--- config.mk ---
export PLATFORM = sky130hd
export DESIGN_NAME = stream_out
export DESIGN_NICKNAME = d
export VERILOG_FILES = /design/src/rtl/stream_pkg.sv /design/src/rtl/axis_skid_buf.sv /design/src/rtl/stream_out.sv
export SDC_FILE = /design/constraint.sdc
export NUM_CORES = 1
export LEC_CHECK = 0
export CORE_MARGIN = 2
export CORE_UTILIZATION = 50
export DETAILED_ROUTE_END_ITERATION = 10
export PLACE_DENSITY = 0.78
export SLEW_MARGIN = 5
export SYNTH_ARGS = -nofsm -noshare
export SYNTH_HDL_FRONTEND = slang
export SYNTH_SLANG_ARGS = --single-unit
--- constraint.sdc ---
create_clock -name m_axis_aclk -period 4.3 [get_ports m_axis_aclk]
set_input_delay 0.86 -clock m_axis_aclk [delete_from_list [all_inputs] [get_ports m_axis_aclk]]
set_output_delay 0.86 -clock m_axis_aclk [all_outputs]
set_load 0.05 [all_outputs]
--- src/rtl/stream_pkg.sv ---
// Shared definitions for the up-sampling output stream: widths, FSM encoding
// and the beat record carried through the output skid buffer.
package stream_pkg;

    localparam int AXIS_DATA_WIDTH = 32;
    localparam int AXIS_STRB_WIDTH = AXIS_DATA_WIDTH / 8;

    localparam logic [1:0] ST_IDLE   = 2'd0;
    localparam logic [1:0] ST_STREAM = 2'd1;
    localparam logic [1:0] ST_DRAIN  = 2'd2;

    typedef struct packed {
        logic [AXIS_DATA_WIDTH-1:0] data;
        logic                       last;
        logic                       user;
    } beat_t;

    localparam int BEAT_WIDTH = $bits(beat_t);

endpackage

--- src/rtl/axis_skid_buf.sv ---
// Two-entry valid/ready register buffer. Upstream ready is a flop, so it
// never depends combinationally on downstream ready.
module axis_skid_buf #(
    parameter int WIDTH = 8
) (
    input  logic             i_clk,
    input  logic             i_rst,
    input  logic             i_allow,
    input  logic             i_valid,
    output logic             o_ready,
    input  logic [WIDTH-1:0] i_data,
    output logic             o_valid,
    input  logic             i_ready,
    output logic [WIDTH-1:0] o_data
);

    logic [WIDTH-1:0] r_mem [2];
    logic             r_rd_ptr;
    logic [1:0]       r_count;
    logic             r_ready;

    logic             w_push;
    logic             w_pop;
    logic             w_wr_ptr;
    logic [1:0]       w_count_next;

    assign w_push   = i_valid & r_ready;
    assign w_pop    = (r_count != 2'd0) & i_ready;
    assign w_wr_ptr = r_rd_ptr ^ r_count[0];

    always_comb begin
        // NOTE: default assignment first so every path assigns w_count_next and no latch is inferred.
        w_count_next = r_count;
        case ({w_push, w_pop})
            2'b10:   w_count_next = r_count + 2'd1;
            2'b01:   w_count_next = r_count - 2'd1;
            default: w_count_next = r_count;
        endcase
    end

    // NOTE: sequential state uses <= so every register samples pre-edge values.
    always_ff @(posedge i_clk) begin
        if (i_rst) begin
            r_rd_ptr <= 1'b0;
            r_count  <= 2'd0;
            r_ready  <= 1'b0;
        end else begin
            if (w_pop) begin
                r_rd_ptr <= ~r_rd_ptr;
            end
            r_count <= w_count_next;
            r_ready <= i_allow & (w_count_next != 2'd2);
        end
    end

    // NOTE: storage has no reset; o_data is masked by o_valid, so stale entries never reach the port.
    always_ff @(posedge i_clk) begin
        if (w_push) begin
            r_mem[w_wr_ptr] <= i_data;
        end
    end

    assign o_ready = r_ready;
    assign o_valid = (r_count != 2'd0);
    assign o_data  = o_valid ? r_mem[r_rd_ptr] : '0;

endmodule

--- src/rtl/stream_out.sv ---
// AXI-Stream master forwarding up-sampled pixels to the output VDMA, with
// frame/row markers in tuser/tlast and an end-of-frame OUTEND pulse.
module stream_out
    import stream_pkg::*;
#(
    parameter int AXIS_DATA_WIDTH = stream_pkg::AXIS_DATA_WIDTH,
    parameter int UPSP_DATA_WIDTH = stream_pkg::AXIS_DATA_WIDTH,
    parameter int DST_IMG_WIDTH   = 3840,
    parameter int DST_IMG_HEIGHT  = 2160
) (
    input  logic                       m_axis_aclk,
    input  logic                       m_axis_arst,
    input  logic                       UPSTART,
    output logic                       OUTEND,
    input  logic                       upsp_ac_wvalid,
    input  logic [UPSP_DATA_WIDTH-1:0] upsp_ac_wdata,
    output logic                       ac_upsp_wready,
    output logic                       m_axis_tvalid,
    input  logic                       m_axis_tready,
    output logic [AXIS_DATA_WIDTH-1:0] m_axis_tdata,
    output logic [AXIS_STRB_WIDTH-1:0] m_axis_tstrb,
    output logic [AXIS_STRB_WIDTH-1:0] m_axis_tkeep,
    output logic                       m_axis_tlast,
    output logic                       m_axis_tuser,
    output logic                       m_axis_tid,
    output logic                       m_axis_tdest
);

    localparam int COL_W = (DST_IMG_WIDTH  > 1) ? $clog2(DST_IMG_WIDTH)  : 1;
    localparam int ROW_W = (DST_IMG_HEIGHT > 1) ? $clog2(DST_IMG_HEIGHT) : 1;
    localparam logic [COL_W-1:0] COL_LAST = COL_W'(DST_IMG_WIDTH - 1);
    localparam logic [ROW_W-1:0] ROW_LAST = ROW_W'(DST_IMG_HEIGHT - 1);

    logic [1:0]       r_state;
    logic [1:0]       w_state_next;
    logic [COL_W-1:0] r_col_cnt;
    logic [ROW_W-1:0] r_row_cnt;
    logic             r_outend;

    logic             w_accept;
    logic             w_pop;
    logic             w_col_last;
    logic             w_row_last;
    logic             w_out_valid;
    beat_t            w_in_beat;
    beat_t            w_out_beat;

    assign w_accept   = upsp_ac_wvalid & ac_upsp_wready;
    assign w_pop      = w_out_valid & m_axis_tready;
    assign w_col_last = (r_col_cnt == COL_LAST);
    assign w_row_last = (r_row_cnt == ROW_LAST);

    assign w_in_beat = '{
        data: upsp_ac_wdata,
        last: w_col_last,
        user: (r_col_cnt == '0) && (r_row_cnt == '0)
    };

    // Only the final beat of the frame can leave the buffer with tlast set while draining.
    always_comb begin
        w_state_next = r_state;
        case (r_state)
            ST_IDLE:   if (UPSTART) w_state_next = ST_STREAM;
            ST_STREAM: if (w_accept && w_col_last && w_row_last) w_state_next = ST_DRAIN;
            ST_DRAIN:  if (w_pop && w_out_beat.last) w_state_next = ST_IDLE;
            default:   w_state_next = ST_IDLE;
        endcase
    end

    always_ff @(posedge m_axis_aclk) begin
        if (m_axis_arst) begin
            r_state   <= ST_IDLE;
            r_col_cnt <= '0;
            r_row_cnt <= '0;
            r_outend  <= 1'b0;
        end else begin
            r_state  <= w_state_next;
            r_outend <= (r_state == ST_DRAIN) && w_pop && w_out_beat.last;
            if (r_state == ST_IDLE && UPSTART) begin
                r_col_cnt <= '0;
                r_row_cnt <= '0;
            end else if (w_accept) begin
                if (w_col_last) begin
                    r_col_cnt <= '0;
                    r_row_cnt <= w_row_last ? '0 : r_row_cnt + 1'b1;
                end else begin
                    r_col_cnt <= r_col_cnt + 1'b1;
                end
            end
        end
    end

    axis_skid_buf #(
        .WIDTH (BEAT_WIDTH)
    ) u_skid (
        .i_clk   (m_axis_aclk),
        .i_rst   (m_axis_arst),
        .i_allow (w_state_next == ST_STREAM),
        .i_valid (upsp_ac_wvalid),
        .o_ready (ac_upsp_wready),
        .i_data  (w_in_beat),
        .o_valid (w_out_valid),
        .i_ready (m_axis_tready),
        .o_data  (w_out_beat)
    );

    assign OUTEND        = r_outend;
    assign m_axis_tvalid = w_out_valid;
    assign m_axis_tdata  = w_out_beat.data;
    assign m_axis_tlast  = w_out_beat.last;
    assign m_axis_tuser  = w_out_beat.user;
    assign m_axis_tstrb  = '1;
    assign m_axis_tkeep  = '1;
    assign m_axis_tid    = 1'b0;
    assign m_axis_tdest  = 1'b0;

endmodule

Word level (Yosys, flattened, before mapping) --
Memories as Yosys holds them, arrays and structs flattened. A register that Yosys moved wholly into a read port is not among the register bits. Index checks and enable logic that the tools add are counted.
Word-level totals: logic and storage cells 50, latch bits 0, output and inout port bits 47, memories 1, register bits 31, memory bits (writable) 68, ROM bits 0
Memory list:
- u_skid.r_mem | words 2, bits a word 34, read ports 1, clocked after Yosys merged registers in 1, write ports 1, line axis_skid_buf.sv:17 | logic [WIDTH-1:0] r_mem [2];
Cells by class: eq/ne operators 8, $lt $le $gt $ge 0, $add $sub $neg 4, div/mod/pow operators 0, bitwise operators 5, shifts and indexed selects 0, muxes and demuxes 12, reduce and logical (&&, ||, !) cells 13, $mul 0
Operators by type and width (count):
- 34-bit 2-to-1 mux | 1
- 12-bit by 1-bit adder with 12-bit output, second input constant | 2
- 12-bit == test, second input constant | 2
- 12-bit logical NOT | 2
- 12-bit 2-to-1 mux | 2
- 1-bit logical AND | 7
- 2-bit by 1-bit == test with 1-bit output, second input constant | 3
- 2-bit 2-to-1 mux | 3
- 2-bit case mux with 3 select lines | 1
- 2-bit == test, second input constant | 2
- 1-bit 2-to-1 mux | 4
- 2-bit case mux with 2 select lines | 1
- 1-bit bitwise AND | 3
- 2-bit by 1-bit adder with 2-bit output, second input constant | 1
- 2-bit logical NOT | 1
- 2-bit != test, second input constant | 1
- 2-bit AND reduction | 1
- 2-bit nonzero test | 1
- 2-bit OR reduction | 1
- 2-bit by 1-bit subtractor with 2-bit output, second input constant | 1
- 1-bit inverter | 1
- 1-bit XOR | 1

Depth between registers and ports, before layout --
word-level depth 7, depth in mapped cells 7

Hierarchy --
Synthesis repeated with hierarchy kept, for this count alone.
Unflattened totals: cells, all modules 349, area total of the unflattened synthesis 4241.6 um^2
Modules (own cells, without submodules):
- axis_skid_buf | seq. area each 2142.1 um^2, area each 2803.9 um^2, instances 1, cells an instance 172
- stream_out | seq. area each 540.5 um^2, area each 1437.6 um^2, instances 1, cells an instance 177

Worst setup path after synthesis --
No wires, ideal clock.
path kind input -> register, from in upsp_ac_wvalid, to mem u_skid.r_mem[1][0] (netlist name), enable pin, setup time 429 ps, required time 3871 ps, data arrival time 2556 ps, slack 1316 ps, cell stages on the path 2, cells stage by stage nand2_1 -> nor2b_1
Between the ends: longest elaborated chain between the ends 3
Ends and longest elaborated chain:
- start: declaration | line stream_out.sv:15 | input logic upsp_ac_wvalid,
- 1-bit bitwise AND | line axis_skid_buf.sv:27 | assign w_push = i_valid & r_ready;
- 1-bit 2-to-1 mux | line axis_skid_buf.sv:58 | if (w_push) begin
- 1-bit 2-to-1 mux (implied by the code) | line axis_skid_buf.sv:59 | r_mem[w_wr_ptr] <= i_data;
- end: declaration | line axis_skid_buf.sv:17
No other way between the ends.

==> results.cfg <==
[clocking]
cts_setup_buffers = 0
cts_root_buffer = clkbuf_8
cts_resized = 0
numCtsBuffers = 9
clk_latency_ns = 0.36
cts_tree = built
clk_pin_slew_ns = 0.10
cts_buffer_depth = 2
cts.sink_count = 100
htree_levels = 3
ctsHoldBuffers = 0

[final_layout]
area_growth_pct = 24.0
design_area_um2 = 5240
nets = 471
utilization_pct = 63.8
antennaDiodeCount = 0
drive_above_1_share_pct = 7.14

[critical_path]
path_max_fanout = 18
rr_startpoint = r_col_cnt[0]
cp_cell_sequence = buf_4, mux2i_1, nor2_1, clkdlybuf4s50_1
cp_top_family = buffers and inverters
worstPathRequired_ns = 3.44
cp-start-kind = flop
path_class = flop to output pin
crit_arrival_ns = 2.36
cp_slowest_stage_delay_ns = 0.81
endpoint_kind = output pin
cp_slowest_cell = clkdlybuf4s50_1
cp.buffers_inverters = 2

[logic_synthesis]
ys_ff_latch = 100
syn-mean-instance-area_um2 = 11.9
synth-async-reset-ratio_pct = 0
synth_commonest_cells = edfxtp_1 (68), nor2_1 (61), mux2i_1 (34)
synth_edf_count = 68
synth_top_cell_by_area = edfxtp_1
synth.top_cell.area_share_pct = 48.3
synth_most_common_cell = edfxtp_1
synth_area_leaders = edfxtp_1 (48%), dfxtp_1 (15%), mux2i_1 (8.1%)
yosysWarnings = 0
netlist_area_um2 = 4230
ys_seq_area_share_pct = 63.5
synth_cells = 354
synth.distinct_cells = 37
synth_ff_type = edfxtp_1

[sta]
hold_violations = 0
maxClockFrequency_mhz = 310
slew_violations = 0
fin_crit_sh_pct = 74.9
finalClockSkew_ns = 0.00831
timing.slew.headroom_pct = 64.1
worst_slew_pin_slew_ns = 0.537
worst_hold_slack_ns = 0.491
period_needed_ns = 3.22
fin_setup_tns_ns = 0
grt_setup_unrepaired = false
finalSetupViolCount = 0

[global_routing]
grt_pass1_vias = 2569
gr-total-overflow = 0
antenna_found_initial = 0
grt_use_total_pct = 17.4
grt_max_degree = 36
grt_pass1_wl_mm = 11.9

[drt]
drc = 0
drt_iter0_drc = 127
avgViaCountPerCell = 5.28
wirelength_mm = 7.95
wl_per_cell_um = 14.7
antenna_left = 0
vias = 2847
dr.pass1.iters = 4

[pwr]
swShare_pct = 39.8
p_leak_nw = 1.75
powerDensity_nw_per_um2 = 547
power_mw = 2.87
ir_drop_mv = 0.188
switching_power_mw = 1.14
power_frac_comb_pct = 38.9
pwr-share-clk_pct = 19.8
seqPwrFrac_pct = 41.3
internal_power_mw = 1.72

[placement]
gp_congestion = 0.840
postPlaceCellArea_um2 = 5050
dpl.hpwl_mm = 5.59
portBuffers = 73

[worst_hold_path]
min-delay-start = r_state[1]
holdCritPathClass = flop to flop

[outcome]
status = finished, final reports clean

[die]
pin_count = 84
core_um2 = 8220
die_h_um = 95.9
rows = 33
die_w_um = 95.9
initial_core_util_pct = 51.4
die-area_um2 = 9200

[run]
maxCapViolations = 0
worst register-to-register path, cell delays in order (launching register included):
cell and delay, ns:
dfxtp_1 0.41, ha_1 0.32, nand4_1 0.14, or4_1 0.56, or3_1 0.39, a21oi_1 0.14
metal layers:
metal / GRT usage, % / part of all wire (%) / up-vias
li1: - / - / 1415
met1: 22.1 / 44 / 1351
met2: 28.8 / 49 / 73
met3: 3.45 / 5.8 / 8
met4: 7.74 / 1.2 / 0
met5: 0 / 0 / -
worst paths after layout:
kind | slack (ns) | endpoint | cells past startpoint
max | 1.08 | m_axis_tdata[16] | 4
max reg2reg | 2.27 | r_row_cnt[6] | 5
min | 0.49 | OUTEND | 2
min reg2reg | 0.49 | OUTEND | 2
placed cells by master (no fill, tap or decap), types with 2 or more instances in the layout:
master           count
dfxtp_1             31
nor2_2               2
buf_4                6
nand3_1              8
mux2i_1             34
nand4_1             14
a21oi_1             16
o21ai_0             11
conb_1              10
inv_1               10
nor3_1               3
o31ai_1              3
or4_1                4
nand2_1             13
nor4_1               5
clkdlybuf4s50_1     73
and4_1               2
xnor2_1              7
and3_1               3
xor2_1               9
or3_1                8
inv_6                2
edfxtp_1            68
clkinv_4             2
nor2_1              59
clkbuf_8             9
ha_1                 5
sequential cells by signal, summed over array words and instances, names as in the netlist, named ones only:
| name | count |
|---|---|
| OUTEND | 1 |
| u_skid.r_count | 2 |
| u_skid.r_rd_ptr | 1 |
| u_skid.r_mem | 68 |
| r_row_cnt | 12 |
| r_col_cnt | 12 |
| u_skid.o_ready | 1 |
| r_state | 2 |
per-stage QoR:
stage | cells | worst slack, ns
3_5_place_dp | 523 | 1.38
5_1_grt | 539 | 0.908
3_3_place_gp | 523 | 1.43
4_1_cts | 539 | 1.01
6_report | 539 | 1.08
2_1_floorplan | 362 | 1.32
power by group through the flow:
stage / sequential (mW) / combinational [mW] / clock (mW)
2_1_floorplan: 1.17 / 0.798 / 0
3_3_place_gp: 1.20 / 1.11 / 0
3_5_place_dp: 1.21 / 1.12 / 0
4_1_cts: 1.19 / 1.12 / 0.584
5_1_grt: 1.20 / 1.18 / 0.610
6_report: 1.18 / 1.11 / 0.568
cell families (layout without fill, tap and decap cells):
| kind of cell | Yosys count | count (layout) | share of synthesized area [%] |
|---|---|---|---|
| buffers and inverters | 33 | 105 | 3.85 |
| flip-flops | 100 | 100 | 63.5 |
| AND/OR/NAND/NOR | 130 | 130 | 15.2 |
| XOR/XNOR | 16 | 16 | 3.32 |
| adder cells (fa/ha/maj) | 5 | 5 | 1.48 |
| multiplexers | 34 | 34 | 8.05 |
| other | 2 | 10 | 0.178 |
| AO/OA/AOI/OAI | 34 | 34 | 4.44 |
cell type report:
| type | instances | area [µm²] |
|---|---|---|
| clock buffers | 9 | 124 |
| clock inverters | 7 | 70.1 |
| fillers | 628 | 2980 |
| inverters | 10 | 37.5 |
| multi-input cells | 229 | 1420 |
| flip-flops and latches | 100 | 2680 |
| well taps | 105 | 131 |
| repair buffers | 79 | 776 |
Power figures use the tool's default switching activity.
